--- config.mk ---
export PLATFORM = sky130hd
export DESIGN_NAME = imem_boot_loader
export DESIGN_NICKNAME = d
export VERILOG_FILES = /design/src/rtl/boot_pkg.sv /design/src/rtl/byte_pair_assembler.sv /design/src/rtl/imem_boot_loader.sv
export SDC_FILE = /design/constraint.sdc
export NUM_CORES = 1
export LEC_CHECK = 0
export CORE_MARGIN = 4
export CORE_UTILIZATION = 45
export DETAILED_ROUTE_END_ITERATION = 10
export DONT_BUFFER_PORTS = 1
export GPL_ROUTABILITY_DRIVEN = 0
export PLACE_DENSITY = 0.62
export SKIP_CTS_REPAIR_TIMING = 1
export SYNTH_ARGS = -nofsm -noshare
export SYNTH_HDL_FRONTEND = slang
export SYNTH_SLANG_ARGS = --single-unit
--- constraint.sdc ---
create_clock -name clk -period 4.4 [get_ports clk]
set_input_delay 1.32 -clock clk [delete_from_list [all_inputs] [get_ports clk]]
set_output_delay 1.32 -clock clk [all_outputs]
set_load 0.02 [all_outputs]
--- src/rtl/boot_pkg.sv ---
`default_nettype none
// ============================================================================
// Module   : boot_pkg
// Brief    : Shared state codes, error codes and defaults for the boot loader.
// Revision : 1.0
// ============================================================================
package boot_pkg;

  localparam int DEPTH_DEFAULT = 1024;

  typedef logic [2:0] state_t;
  localparam state_t ST_LEN_HI = 3'd0;
  localparam state_t ST_LEN_LO = 3'd1;
  localparam state_t ST_DAT_HI = 3'd2;
  localparam state_t ST_DAT_LO = 3'd3;
  localparam state_t ST_CHK_HI = 3'd4;
  localparam state_t ST_CHK_LO = 3'd5;
  localparam state_t ST_RUN    = 3'd6;
  localparam state_t ST_ERROR  = 3'd7;

  typedef logic [1:0] err_t;
  localparam err_t ERR_NONE = 2'd0;
  localparam err_t ERR_LEN  = 2'd1;
  localparam err_t ERR_CHK  = 2'd2;

  // Every state except the two terminal ones is still consuming the stream.
  function automatic logic is_loading(input state_t s);
    return (s != ST_RUN) && (s != ST_ERROR);
  endfunction

endpackage
`default_nettype wire

--- src/rtl/byte_pair_assembler.sv ---
`default_nettype none
// ============================================================================
// Module   : byte_pair_assembler
// Brief    : Latches a high byte and presents {hi, lo} as a word on lo accept.
// Revision : 1.0
// ============================================================================
module byte_pair_assembler (
  input  logic        clk,
  input  logic        rst_n,
  input  logic        i_hi_we,
  input  logic        i_lo_we,
  input  logic [7:0]  i_byte,
  output logic        o_word_valid,
  output logic [15:0] o_word
);

  logic [7:0] r_hi;

  always_ff @(posedge clk or negedge rst_n) begin
    if (!rst_n) begin
      r_hi <= 8'h00;
    end else if (i_hi_we) begin
      r_hi <= i_byte;
    end
  end

  // The word is valid in the lo-accept cycle so the loader can act on it
  // at the same edge, keeping back-to-back words stall-free.
  assign o_word_valid = i_lo_we;
  assign o_word       = {r_hi, i_byte};

endmodule
`default_nettype wire

--- src/rtl/imem_boot_loader.sv ---
`default_nettype none
// ============================================================================
// Module   : imem_boot_loader
// Brief    : Loads a length-prefixed, checksummed byte image into instruction
//            memory while holding the CPU in reset, then releases it.
// Revision : 1.0
// ============================================================================
module imem_boot_loader
  import boot_pkg::*;
#(
  parameter int ADDR_W = 10,
  parameter int DATA_W = 16,
  parameter int DEPTH  = DEPTH_DEFAULT
) (
  input  logic              clk,
  input  logic              rst,
  input  logic              load_req,
  input  logic [7:0]        rx_data,
  input  logic              rx_valid,
  output logic              rx_ready,
  output logic              imem_we,
  output logic [ADDR_W-1:0] imem_addr,
  output logic [DATA_W-1:0] imem_wdata,
  output logic              cpu_rst,
  output logic              busy,
  output logic              done,
  output logic [1:0]        err
);

  state_t              r_state;
  err_t                r_err;
  logic [15:0]         r_len;
  logic [15:0]         r_sum;
  logic [ADDR_W-1:0]   r_idx;
  logic                r_we;
  logic [ADDR_W-1:0]   r_addr;
  logic [DATA_W-1:0]   r_wdata;

  logic                w_rx_en;
  logic                w_acc;
  logic                w_hi_we;
  logic                w_lo_we;
  logic                w_word_valid;
  logic [15:0]         w_word;
  logic                w_last;

  // load_req masks ready so a byte offered alongside it is never consumed.
  assign w_rx_en = is_loading(r_state) && !load_req;
  assign w_acc   = rx_valid && w_rx_en;
  assign w_hi_we = w_acc && ((r_state == ST_LEN_HI) || (r_state == ST_DAT_HI) ||
                             (r_state == ST_CHK_HI));
  assign w_lo_we = w_acc && ((r_state == ST_LEN_LO) || (r_state == ST_DAT_LO) ||
                             (r_state == ST_CHK_LO));
  assign w_last  = (16'(r_idx) == (r_len - 16'd1));

  byte_pair_assembler u_pair (
    .clk          (clk),
    .rst_n        (rst),
    .i_hi_we      (w_hi_we),
    .i_lo_we      (w_lo_we),
    .i_byte       (rx_data),
    .o_word_valid (w_word_valid),
    .o_word       (w_word)
  );

  always_ff @(posedge clk or negedge rst) begin
    if (!rst) begin
      r_state <= ST_LEN_HI;
      r_err   <= ERR_NONE;
      r_len   <= 16'h0000;
      r_sum   <= 16'h0000;
      r_idx   <= '0;
      r_we    <= 1'b0;
      r_addr  <= '0;
      r_wdata <= '0;
    end else begin
      r_we <= 1'b0;
      if (load_req) begin
        r_state <= ST_LEN_HI;
        r_err   <= ERR_NONE;
        r_sum   <= 16'h0000;
        r_idx   <= '0;
      end else if (w_acc) begin
        case (r_state)
          ST_LEN_HI: r_state <= ST_LEN_LO;
          ST_LEN_LO: begin
            r_len <= w_word;
            r_idx <= '0;
            if (w_word > 16'(DEPTH)) begin
              r_state <= ST_ERROR;
              r_err   <= ERR_LEN;
            end else if (w_word == 16'h0000) begin
              r_state <= ST_CHK_HI;
            end else begin
              r_state <= ST_DAT_HI;
            end
          end
          ST_DAT_HI: r_state <= ST_DAT_LO;
          ST_DAT_LO: begin
            r_we    <= w_word_valid;
            r_addr  <= r_idx;
            r_wdata <= DATA_W'(w_word);
            r_sum   <= r_sum + w_word;
            r_idx   <= r_idx + 1'b1;
            r_state <= w_last ? ST_CHK_HI : ST_DAT_HI;
          end
          ST_CHK_HI: r_state <= ST_CHK_LO;
          ST_CHK_LO: begin
            if (w_word == r_sum) begin
              r_state <= ST_RUN;
            end else begin
              r_state <= ST_ERROR;
              r_err   <= ERR_CHK;
            end
          end
          default: r_state <= r_state;
        endcase
      end
    end
  end

  assign rx_ready   = w_rx_en;
  assign imem_we    = r_we;
  assign imem_addr  = r_addr;
  assign imem_wdata = r_wdata;
  assign busy       = is_loading(r_state);
  assign done       = (r_state == ST_RUN);
  assign cpu_rst    = (r_state == ST_RUN);
  assign err        = r_err;

endmodule
`default_nettype wire

==> results of run 1 <==
[worst max path at each step]
stage                                       from               endpoint  slack [ns]  cells past startpoint
after floorplan                       rx_data[2]  r_sum[15]$_DFFE_PN0P_        1.17                      7
after global placement                rx_data[2]  r_sum[15]$_DFFE_PN0P_        1.08                      7
after detailed placement              rx_data[2]  r_sum[15]$_DFFE_PN0P_        1.05                      7
after CTS                 r_state[2]$_DFFE_PN0P_                   done        1.40                      2
after global routing                  rx_data[0]  r_sum[14]$_DFFE_PN0P_        1.31                      8
final                                 rx_data[2]  r_sum[15]$_DFFE_PN0P_        1.41                      7
[layout by cell type, fill, tap and decap left out, types with 3 or more instances in the layout]
cell type and count:
nand2_1 102, dfrtp_1 82, o21ai_0 31, nor2_1 29, nand3_1 23, mux2_2 23, ha_1 19, a21oi_1 18
xnor2_1 15, xor2_1 13, inv_1 10, nor3_1 10, clkbuf_8 10, nor2b_1 9, nor4_1 9, mux2i_1 7
a31oi_1 7, a21o_1 5, a211oi_1 4, o31ai_1 4, o21a_1 4, nor3b_1 3, and4_1 3, nand4_1 3
and3_1 3, o221ai_1 3, buf_4 3
[through the flow]
step                instances  setup slack [ns]  utilization [%]  total power, mW  cell area (µm²)
finish                    625              1.41             49.6             2.21             4920
global placement          609              1.08             47.4             1.58             4700
CTS                       625              1.40             49.6             2.22             4920
floorplan                 498              1.17                -             1.48             4640
detailed placement        609              1.05             47.4             1.60             4700
global route              625              1.31             49.6             2.34             4920
[critical path: stages]
cell,delay [ns]
ha_1,0.36
o21ai_0,0.17
o21a_1,0.23
or3b_1,0.40
a31o_2,0.25
mux2i_1,0.15
mux2_2,0.35
[power by group through the flow]
stage / logic [mW] / registers, mW / clock network [mW]
floorplan: 0.482 / 1.00 / 0
global placement: 0.482 / 1.10 / 0
detailed placement: 0.493 / 1.11 / 0
CTS: 0.495 / 1.09 / 0.635
global route: 0.561 / 1.11 / 0.665
finish: 0.496 / 1.09 / 0.620
[routing by layer]
| layer | global-route usage (%) | part of all wire [%] |
|---|---|---|
| met2 | 30.6 | 46 |
| met4 | 9.97 | 2.4 |
| met3 | 3.41 | 6.0 |
| met1 | 27.2 | 46 |
| met5 | 0 | 0 |
[cell families (layout without fill, tap and decap cells)]
logic type,count (synthesis),after routing,synth area share [%]
and+or+nand+nor,205,205,20.4
AOI/OAI and AO/OA,97,97,13.5
DFF,82,82,44.2
buffers and inverters,36,30,3.91
muxes,30,30,7.09
xor gates and xnor gates,28,28,5.28
adders and majority gates,20,20,5.55
[final cells by class]
type	instances	area [µm²]
Multi-Input combinational cell	380	2410
Clock inverter	4	75.1
Inverter	11	41.3
Sequential cell	82	2050
Tap cell	133	166
Timing Repair Buffer	3	22.5
Fill cell	940	4990
Clock buffer	12	145
[sequential cells by signal, indices dropped and copies added (netlist names)]
register and count:
r_idx 10, imem_wdata 16, r_state 3, err 2, r_len 16, imem_addr 10, u_pair.r_hi 8, imem_we 1
r_sum 16
==> results.py, run 1 <==
metrics = {
    "global_routing": {
        "grt_start_max_net_pins": 83,
        "grtUsageTotal_pct": 19.9,
        "grt_pass1_wl_mm": 18.5,
        "grt_pass1_vias": 3607,
        "grt_overflow": 0,
        "grt_antenna_before_repair": 0,
    },
    "power_and_ir_drop": {
        "power_density_nw_per_um2": 449,
        "peakVddDrop_v": 0.000235,
        "power_frac_comb_pct": 22.5,
        "clockPowerShare_pct": 28.1,
        "swShare_pct": 33.7,
        "seq_power_share_pct": 49.4,
        "p_switching_mw": 0.742,
        "p_int_mw": 1.46,
        "leakage_nw": 2.22,
    },
    "synthesis": {
        "ys_warn_count": 0,
        "async_flop_share_pct": 100,
        "yosysTopAreaCellShare_pct": 44.2,
        "seq_area_frac_synth_pct": 44.2,
        "synthFlopType": "dfrtp_1",
        "synthCells": 498,
        "synthMostInstantiatedCell": "nand2_1",
        "syn-cell-area_um2": 4640,
        "synth-edff-count": 0,
        "syn_nets": 530,
        "yosys-top-cells-area": "dfrtp_1 44%, nand2_1 8.2%, mux2_2 5.6%, ha_1 5.1%, o21ai_0 3.3%",
        "ys_top_cells_by_count": "102 x nand2_1, 82 x dfrtp_1, 31 x o21ai_0, 29 x nor2_1, 24 x nand3_1",
        "synthDistinctLibCells": 56,
        "synth_area_per_cell_um2": 9.32,
        "synth_top_cell_by_area": "dfrtp_1",
        "yosys_register_bits": 82,
    },
    "clock_network": {
        "htree_levels": 3,
        "clk_latency_ns": 0.36,
        "clock_sinks": 82,
        "cts.clk_slew.worst_paths_ns": 0.09,
        "cts_tree": "built",
        "cts-buffers-inserted": 9,
        "root_buffer": "clkbuf_8",
        "cts_buffer_depth": 2,
    },
    "floorplan": {
        "initial_core_util_pct": 46.8,
        "rows": 36,
        "die_h_um": 110,
        "die_w_um": 110,
        "core_area_um2": 9910,
        "die_area_um2": 12000,
        "ios": 45,
    },
    "cells_and_area": {
        "fin_nets": 519,
        "drive_above_1_share_pct": 9.76,
        "syn_to_final_growth_pct": 5.90,
        "antenna_cells": 0,
    },
    "timing": {
        "worst_clock_skew_ns": 0.0123,
        "fin_crit_ns": 2.99,
        "fin_tns_setup_ns": 0,
        "whs_ns": 0.524,
        "rsz0062_at_grt": "false",
        "setup_viol": 0,
        "drv_slew": 0,
        "finalCritPeriodShare_pct": 67.9,
        "finalHoldViolCount": 0,
        "worstMarginPinSlew_ns": 0.770,
        "fmaxAchievable_ghz": 0.335,
        "relSlewSlack_pct": 48.5,
    },
    "detailed_routing": {
        "vias": 3576,
        "wirelength_mm": 11.1,
        "drt_iter0_drc": 171,
        "wire_per_inst_um": 17.8,
        "drc": 0,
        "viasPerCell": 5.72,
        "drtPass1Iterations": 4,
        "ant_nets": 0,
    },
    "place": {
        "dp_hpwl_mm": 7.75,
        "portBuffers": 0,
    },
    "hold_path": {
        "min_from": "r_sum[4]$_DFFE_PN0P_",
        "min_path_cells": 2,
        "min_to": "r_sum[4]$_DFFE_PN0P_",
        "hold_path.class": "register to register",
    },
    "worst_setup_path": {
        "worst-setup-path-type": "primary input to register",
        "r2r_end": "r_state[1]$_DFFE_PN0P_",
        "cp.required_ns": 4.66,
        "rrSetupSlack_ns": 1.65,
        "arrival_ns": 3.24,
        "reg2regPathDepth": 8,
        "setup.worst_path.start_class": "primary input",
        "critPathCaptureType": "register",
        "worstReg2RegStart": "r_len[0]$_DFFE_PN0P_",
        "critPathMaxFanout": 6,
    },
    "flow_run": {
        "maxCapViolCount": 0,
    },
    "status": {
        "status": "finished clean",
    },
}
No activity file was read; power rests on OpenSTA's default activity.
==> inputs of run 2 (changes only) <==
--- a/config.mk
+++ b/config.mk
@@ -10,7 +10,7 @@
 export DETAILED_ROUTE_END_ITERATION = 10
 export DONT_BUFFER_PORTS = 1
 export GPL_ROUTABILITY_DRIVEN = 0
-export PLACE_DENSITY = 0.62
+export PLACE_DENSITY = 0.64
 export SKIP_CTS_REPAIR_TIMING = 1
 export SYNTH_ARGS = -nofsm -noshare
 export SYNTH_HDL_FRONTEND = slang
==> constraint.sdc (replaced) <==
create_clock -name clk -period 2.45 [get_ports clk]
set_input_delay 0.735 -clock clk [delete_from_list [all_inputs] [get_ports clk]]
set_output_delay 0.735 -clock clk [all_outputs]
set_load 0.02 [all_outputs]
==> results.py, run 2 (synthesized netlist as in run 1, its figures left out) <==
metrics = {
    "power_and_ir_drop": {
        "seq_power_share_pct": 47.8,
        "leakage_nw": 2.43,
        "p_switching_mw": 1.44,
        "power_density_nw_per_um2": 764,
        "power_frac_comb_pct": 27.9,
        "swShare_pct": 35.3,
        "clockPowerShare_pct": 24.3,
        "peakVddDrop_v": 0.000385,
        "p_int_mw": 2.65,
    },
    "global_routing": {
        "grt_overflow": 0,
        "grt_pass1_wl_mm": 19.4,
        "grt_pass1_vias": 3726,
        "grt_antenna_before_repair": 0,
        "grtUsageTotal_pct": 21.2,
        "grt_start_max_net_pins": 83,
    },
    "cells_and_area": {
        "syn_to_final_growth_pct": 15.4,
        "fin_util_pct": 54.1,
        "drive_above_1_share_pct": 21.1,
        "fin_nets": 563,
        "layout_commonest_cell": "nand2_1",
        "final_cell_mix": "102 x nand2_1, 80 x dfrtp_1, 47 x buf_4",
        "antenna_cells": 0,
    },
    "timing": {
        "whs_ns": 0.0667,
        "finalCritPeriodShare_pct": 94.8,
        "drv_slew": 0,
        "worstMarginPinSlew_ns": 0.470,
        "fmaxAchievable_ghz": 0.430,
        "worst_clock_skew_ns": 0.00636,
        "setup_viol": 0,
        "finalHoldViolCount": 0,
        "fin_crit_ns": 2.32,
        "relSlewSlack_pct": 68.4,
        "rsz0062_at_grt": "false",
    },
    "clock_network": {
        "cts.clk_slew.worst_paths_ns": 0.08,
        "cts-buffers-inserted": 9,
        "clock_sinks": 82,
        "clk_latency_ns": 0.36,
        "root_buffer": "clkbuf_8",
        "htree_levels": 3,
        "cts_tree": "built",
        "cts_buffer_depth": 2,
    },
    "floorplan": {
        "initial_core_util_pct": 46.8,
        "die_w_um": 110,
        "core_area_um2": 9910,
        "die_area_um2": 12000,
        "ios": 45,
        "die_h_um": 110,
        "rows": 36,
    },
    "place": {
        "dp_hpwl_mm": 8.77,
        "portBuffers": 0,
    },
    "detailed_routing": {
        "drc": 0,
        "vias": 3764,
        "wire_per_inst_um": 17.9,
        "drtPass1Iterations": 4,
        "wirelength_mm": 12.0,
        "drt_iter0_drc": 203,
        "ant_nets": 0,
        "viasPerCell": 5.63,
    },
    "worst_setup_path": {
        "setup.worst_path.start_class": "register",
        "reg2regPathDepth": 7,
        "worstReg2RegStart": "r_len[0]$_DFFE_PN0P_",
        "rrSetupSlack_ns": 0.13,
        "crit_buf_inv": 1,
        "startpoint": "r_len[0]$_DFFE_PN0P_",
        "critPathCaptureType": "register",
        "critPathMaxFanout": 5,
        "crit_path_top_delay_cell": "or4_4",
        "r2r_end": "r_state[2]$_DFFE_PN0P_",
        "crit_family": "simple AND/OR/NAND/NOR gates",
        "arrival_ns": 2.62,
        "slowest_delay_ns": 0.57,
        "worst-setup-path-type": "register to register",
        "cp.required_ns": 2.75,
        "path_cells": "or4_4 -> nor4_4 -> buf_4 -> xnor2_1 -> mux2i_1 -> a2111oi_2 -> a21bo_1",
    },
    "flow_run": {
        "maxCapViolCount": 0,
    },
    "hold_path": {
        "hold_path.class": "primary input to async pin",
    },
    "status": {
        "status": "finished clean",
    },
}
## run 2: cell types whose count changed in the layout (fill, tap and decap cells not counted), moves of 2 or more
cell | before | now
o221ai_2 | 0 | 2
ha_4 | 0 | 5
ha_2 | 0 | 2
o221ai_1 | 3 | 1
dfrtp_2 | 0 | 2
ha_1 | 19 | 12
dfrtp_1 | 82 | 80
buf_4 | 3 | 47
## run 2: power groups by stage
stage | clock network [mW] | logic (mW) | registers, mW
2_1_floorplan | 0 | 0.872 | 1.80
3_3_place_gp | 0 | 1.04 | 1.95
3_5_place_dp | 0 | 1.07 | 1.97
4_1_cts | 1.03 | 1.07 | 1.94
5_1_grt | 1.10 | 1.26 | 1.98
6_report | 0.996 | 1.14 | 1.96
## run 2: metal layers
layer  global-route usage (%)  part of all wire, %  vias up
met1                     29.1                   44     1833
met2                     33.2                   48      101
met4                     6.68                  1.3        0
li1                         -                    -     1818
met5                        0                    0        -
met3                     5.23                  6.6       12
## run 2: worst max path at each step
| stage | cells past startpoint | slack [ns] | endpoint |
|---|---|---|---|
| floorplan | 7 | -0.05 | r_sum[15]$_DFFE_PN0P_ |
| global placement | 8 | -0.13 | r_sum[14]$_DFFE_PN0P_ |
| detailed placement | 8 | -0.24 | r_sum[14]$_DFFE_PN0P_ |
| CTS | 9 | -0.04 | r_state[1]$_DFFE_PN0P_ |
| global route | 7 | 0.009 | r_sum[15]$_DFFE_PN0P_ |
| finish | 7 | 0.13 | r_state[2]$_DFFE_PN0P_ |
## run 2: worst register-to-register path, delay by kind of cell, from the launching register on
kind | cells | cell delay (ns)
AO/OA/AOI/OAI | 2 | 0.52
flip-flops | 1 | 0.46
buffers and inverters | 1 | 0.18
multiplexers | 1 | 0.13
AND/OR/NAND/NOR | 2 | 0.88
XOR/XNOR | 1 | 0.10
## run 2: cell type report
cell class                 instances  area, µm²
timing repair buffer              47        353
multi-input combinational        380       2550
sequential                        82       2050
fill                             909       4550
inverter                          11       41.3
clock buffer                      11        141
clock inverter                     4       52.6
tap                              133        166
## run 2: metrics by stage
stage | total power [mW] | std cells | cell area, µm² | setup WS, ns | TNS, ns
5_1_grt | 4.33 | 668 | 5360 | 0.00852 | 0
2_1_floorplan | 2.67 | 498 | 4720 | -0.0484 | -0.0921
3_5_place_dp | 3.04 | 651 | 5090 | -0.236 | -0.846
4_1_cts | 4.04 | 666 | 5280 | -0.0402 | -0.0647
6_report | 4.09 | 668 | 5360 | 0.126 | 0
3_3_place_gp | 2.99 | 651 | 5090 | -0.127 | -0.453
==> inputs of run 3 (changes only) <==
--- a/config.mk
+++ b/config.mk
@@ -11,7 +11,9 @@
 export DONT_BUFFER_PORTS = 1
 export GPL_ROUTABILITY_DRIVEN = 0
 export PLACE_DENSITY = 0.64
+export REMOVE_ABC_BUFFERS = 1
 export SKIP_CTS_REPAIR_TIMING = 1
+export SKIP_LAST_GASP = 1
 export SYNTH_ARGS = -nofsm -noshare
 export SYNTH_HDL_FRONTEND = slang
 export SYNTH_SLANG_ARGS = --single-unit
==> constraint.sdc (replaced) <==
create_clock -name clk -period 2.45 [get_ports clk]
set_input_delay 0.3675 -clock clk [delete_from_list [all_inputs] [get_ports clk]]
set_output_delay 0.3675 -clock clk [all_outputs]
set_load 0.02 [all_outputs]
==> results.py, run 3 (synthesized netlist as in run 1, its figures left out) <==
metrics = {
    "cells_and_area": {
        "fin_nets": 542,
        "drive_above_1_share_pct": 15.0,
        "layout_commonest_cell": "nand2_1",
        "syn_to_final_growth_pct": 10.1,
        "final_cell_mix": "102 x nand2_1, 82 x dfrtp_1, 30 x o21ai_0",
        "fin_util_pct": 51.6,
        "final_cells": 648,
        "antenna_cells": 0,
        "nFillCells": 936,
    },
    "power_and_ir_drop": {
        "power_density_nw_per_um2": 750,
        "leakage_nw": 2.33,
        "peakVddDrop_v": 0.000269,
    },
    "place": {
        "dp_hpwl_mm": 7.89,
        "place_inst": 630,
        "preCtsSetupSlack_ns": 0.0581,
        "portBuffers": 0,
    },
    "timing": {
        "fmaxAchievable_ghz": 0.425,
        "fin_crit_ns": 2.35,
        "relSlewSlack_pct": 59.8,
        "whs_ns": 0.0693,
        "drv_slew": 0,
        "worstMarginPinSlew_ns": 0.598,
        "finalHoldViolCount": 0,
        "finalCritPeriodShare_pct": 96.1,
        "rsz0062_at_grt": "true",
        "fin_tns_setup_ns": 0,
        "worst_clock_skew_ns": 0.00572,
        "setup_slack_ns": 0.0961,
        "setup_viol": 0,
    },
    "worst_setup_path": {
        "path_cells": "inv_1 -> ha_1 -> or3b_2 -> nor2_1 -> and4_1 -> o221ai_1 -> nor4_2 -> a31oi_1",
        "critPathMaxFanout": 5,
        "crit_path_top_delay_cell": "or3b_2",
        "setup.worst_path.start_class": "register",
        "worst-setup-path-type": "register to register",
        "slowest_delay_ns": 0.50,
        "cp.required_ns": 2.68,
        "critPathCaptureType": "register",
        "arrival_ns": 2.59,
    },
    "clock_network": {
        "cts_buffer_depth": 2,
        "root_buffer": "clkbuf_8",
        "cts.clk_slew.worst_paths_ns": 0.08,
        "cts_tree": "built",
        "clock_sinks": 82,
        "cts-buffers-inserted": 9,
        "clk_latency_ns": 0.36,
        "htree_levels": 3,
    },
    "status": {
        "status": "finished clean",
    },
    "global_routing": {
        "grt_use_met2_pct": 32.1,
        "grt_pass1_wl_mm": 18.6,
        "grt_busiest_layer": "met2",
        "grt_overflow": 0,
        "grt_pass1_vias": 3574,
        "grt_antenna_before_repair": 0,
        "use_met1_pct": 27.4,
        "grtUsageTotal_pct": 20.0,
        "met3_usage_pct": 4.23,
        "grt_start_max_net_pins": 83,
    },
    "detailed_routing": {
        "wirelength_mm": 11.5,
        "viasPerCell": 5.64,
        "drt_iter0_drc": 233,
        "drc": 0,
        "ant_nets": 0,
        "wire_per_inst_um": 17.7,
        "vias": 3652,
        "drtPass1Iterations": 4,
    },
    "flow_run": {
        "maxCapViolCount": 0,
    },
    "floorplan": {
        "rows": 36,
        "initial_core_util_pct": 46.8,
        "die_area_um2": 12000,
        "ios": 45,
        "die_h_um": 110,
        "die_w_um": 110,
        "core_area_um2": 9910,
    },
    "hold_path": {
        "hold_path.class": "primary input to register",
    },
}
==> run 3: changes by cell type in the layout (fill, tap and decap cells not counted), sizes merged <==
| cell | delta |
|---|---|
| buf | -22 |
| clkinvlp | -2 |
| bufinv | -1 |
| clkinv | +4 |
| dlygate4sd3 | +1 |
==> run 3: per-stage QoR <==
| step | area, µm² | power [mW] |
|---|---|---|
| 2_1_floorplan | 4500 | 2.61 |
| 3_3_place_gp | 4850 | 2.89 |
| 3_5_place_dp | 4850 | 2.92 |
| 4_1_cts | 5020 | 3.81 |
| 5_1_grt | 5110 | 4.09 |
| 6_report | 5110 | 3.83 |
==> run 3: where the power goes <==
| part | switching [mW] | leakage [nW] | internal [mW] | total (mW) |
|---|---|---|---|---|
| logic | 0.511 | 1.16 | 0.532 | 1.04 |
| registers | 0.356 | 1.09 | 1.56 | 1.92 |
| clock network | 0.508 | 0.0831 | 0.366 | 0.874 |
==> run 3: cell type report <==
class,instances,area [µm²],area share [%]
flip-flops and latches,82,2050,40.2
clock inverters,5,31.3,0.612
inverters,11,41.3,0.808
repair buffers,26,218,4.26
clock buffers,11,131,2.57
well taps,133,166,3.26
multi-input cells,380,2470,48.3
==> run 3: worst paths after layout <==
check | start | to | slack [ns] | cells after the start
min in group asynchronous | rst | r_idx[9]$_DFFE_PN0P_ | 0.63 | 2
max reg2reg | r_len[0]$_DFFE_PN0P_ | r_state[1]$_DFFE_PN0P_ | 0.1 | 8
min reg2reg | r_sum[7]$_DFFE_PN0P_ | r_sum[7]$_DFFE_PN0P_ | 0.53 | 2
max | r_len[0]$_DFFE_PN0P_ | r_state[1]$_DFFE_PN0P_ | 0.1 | 8
min | load_req | err[1]$_DFFE_PN0P_ | 0.07 | 1
max in group asynchronous | rst | imem_wdata[0]$_DFFE_PN0P_ | 1.51 | 2
==> run 3: critical path: cells and delay by family (launching register included) <==
kind	cells	cell delay (ns)
AOI/OAI and AO/OA	2	0.26
adders and majority gates	1	0.18
buffers and inverters	1	0.08
DFF	1	0.43
and+or+nand+nor	4	1.29
==> run 3: routing by layer <==
metal	wire length [µm]	share of wire, %	up-vias
met3	583	5.1	7
met2	5560	49	87
met4	91	0.79	0
li1	-	-	1779
met1	5220	46	1779
met5	0	0	-
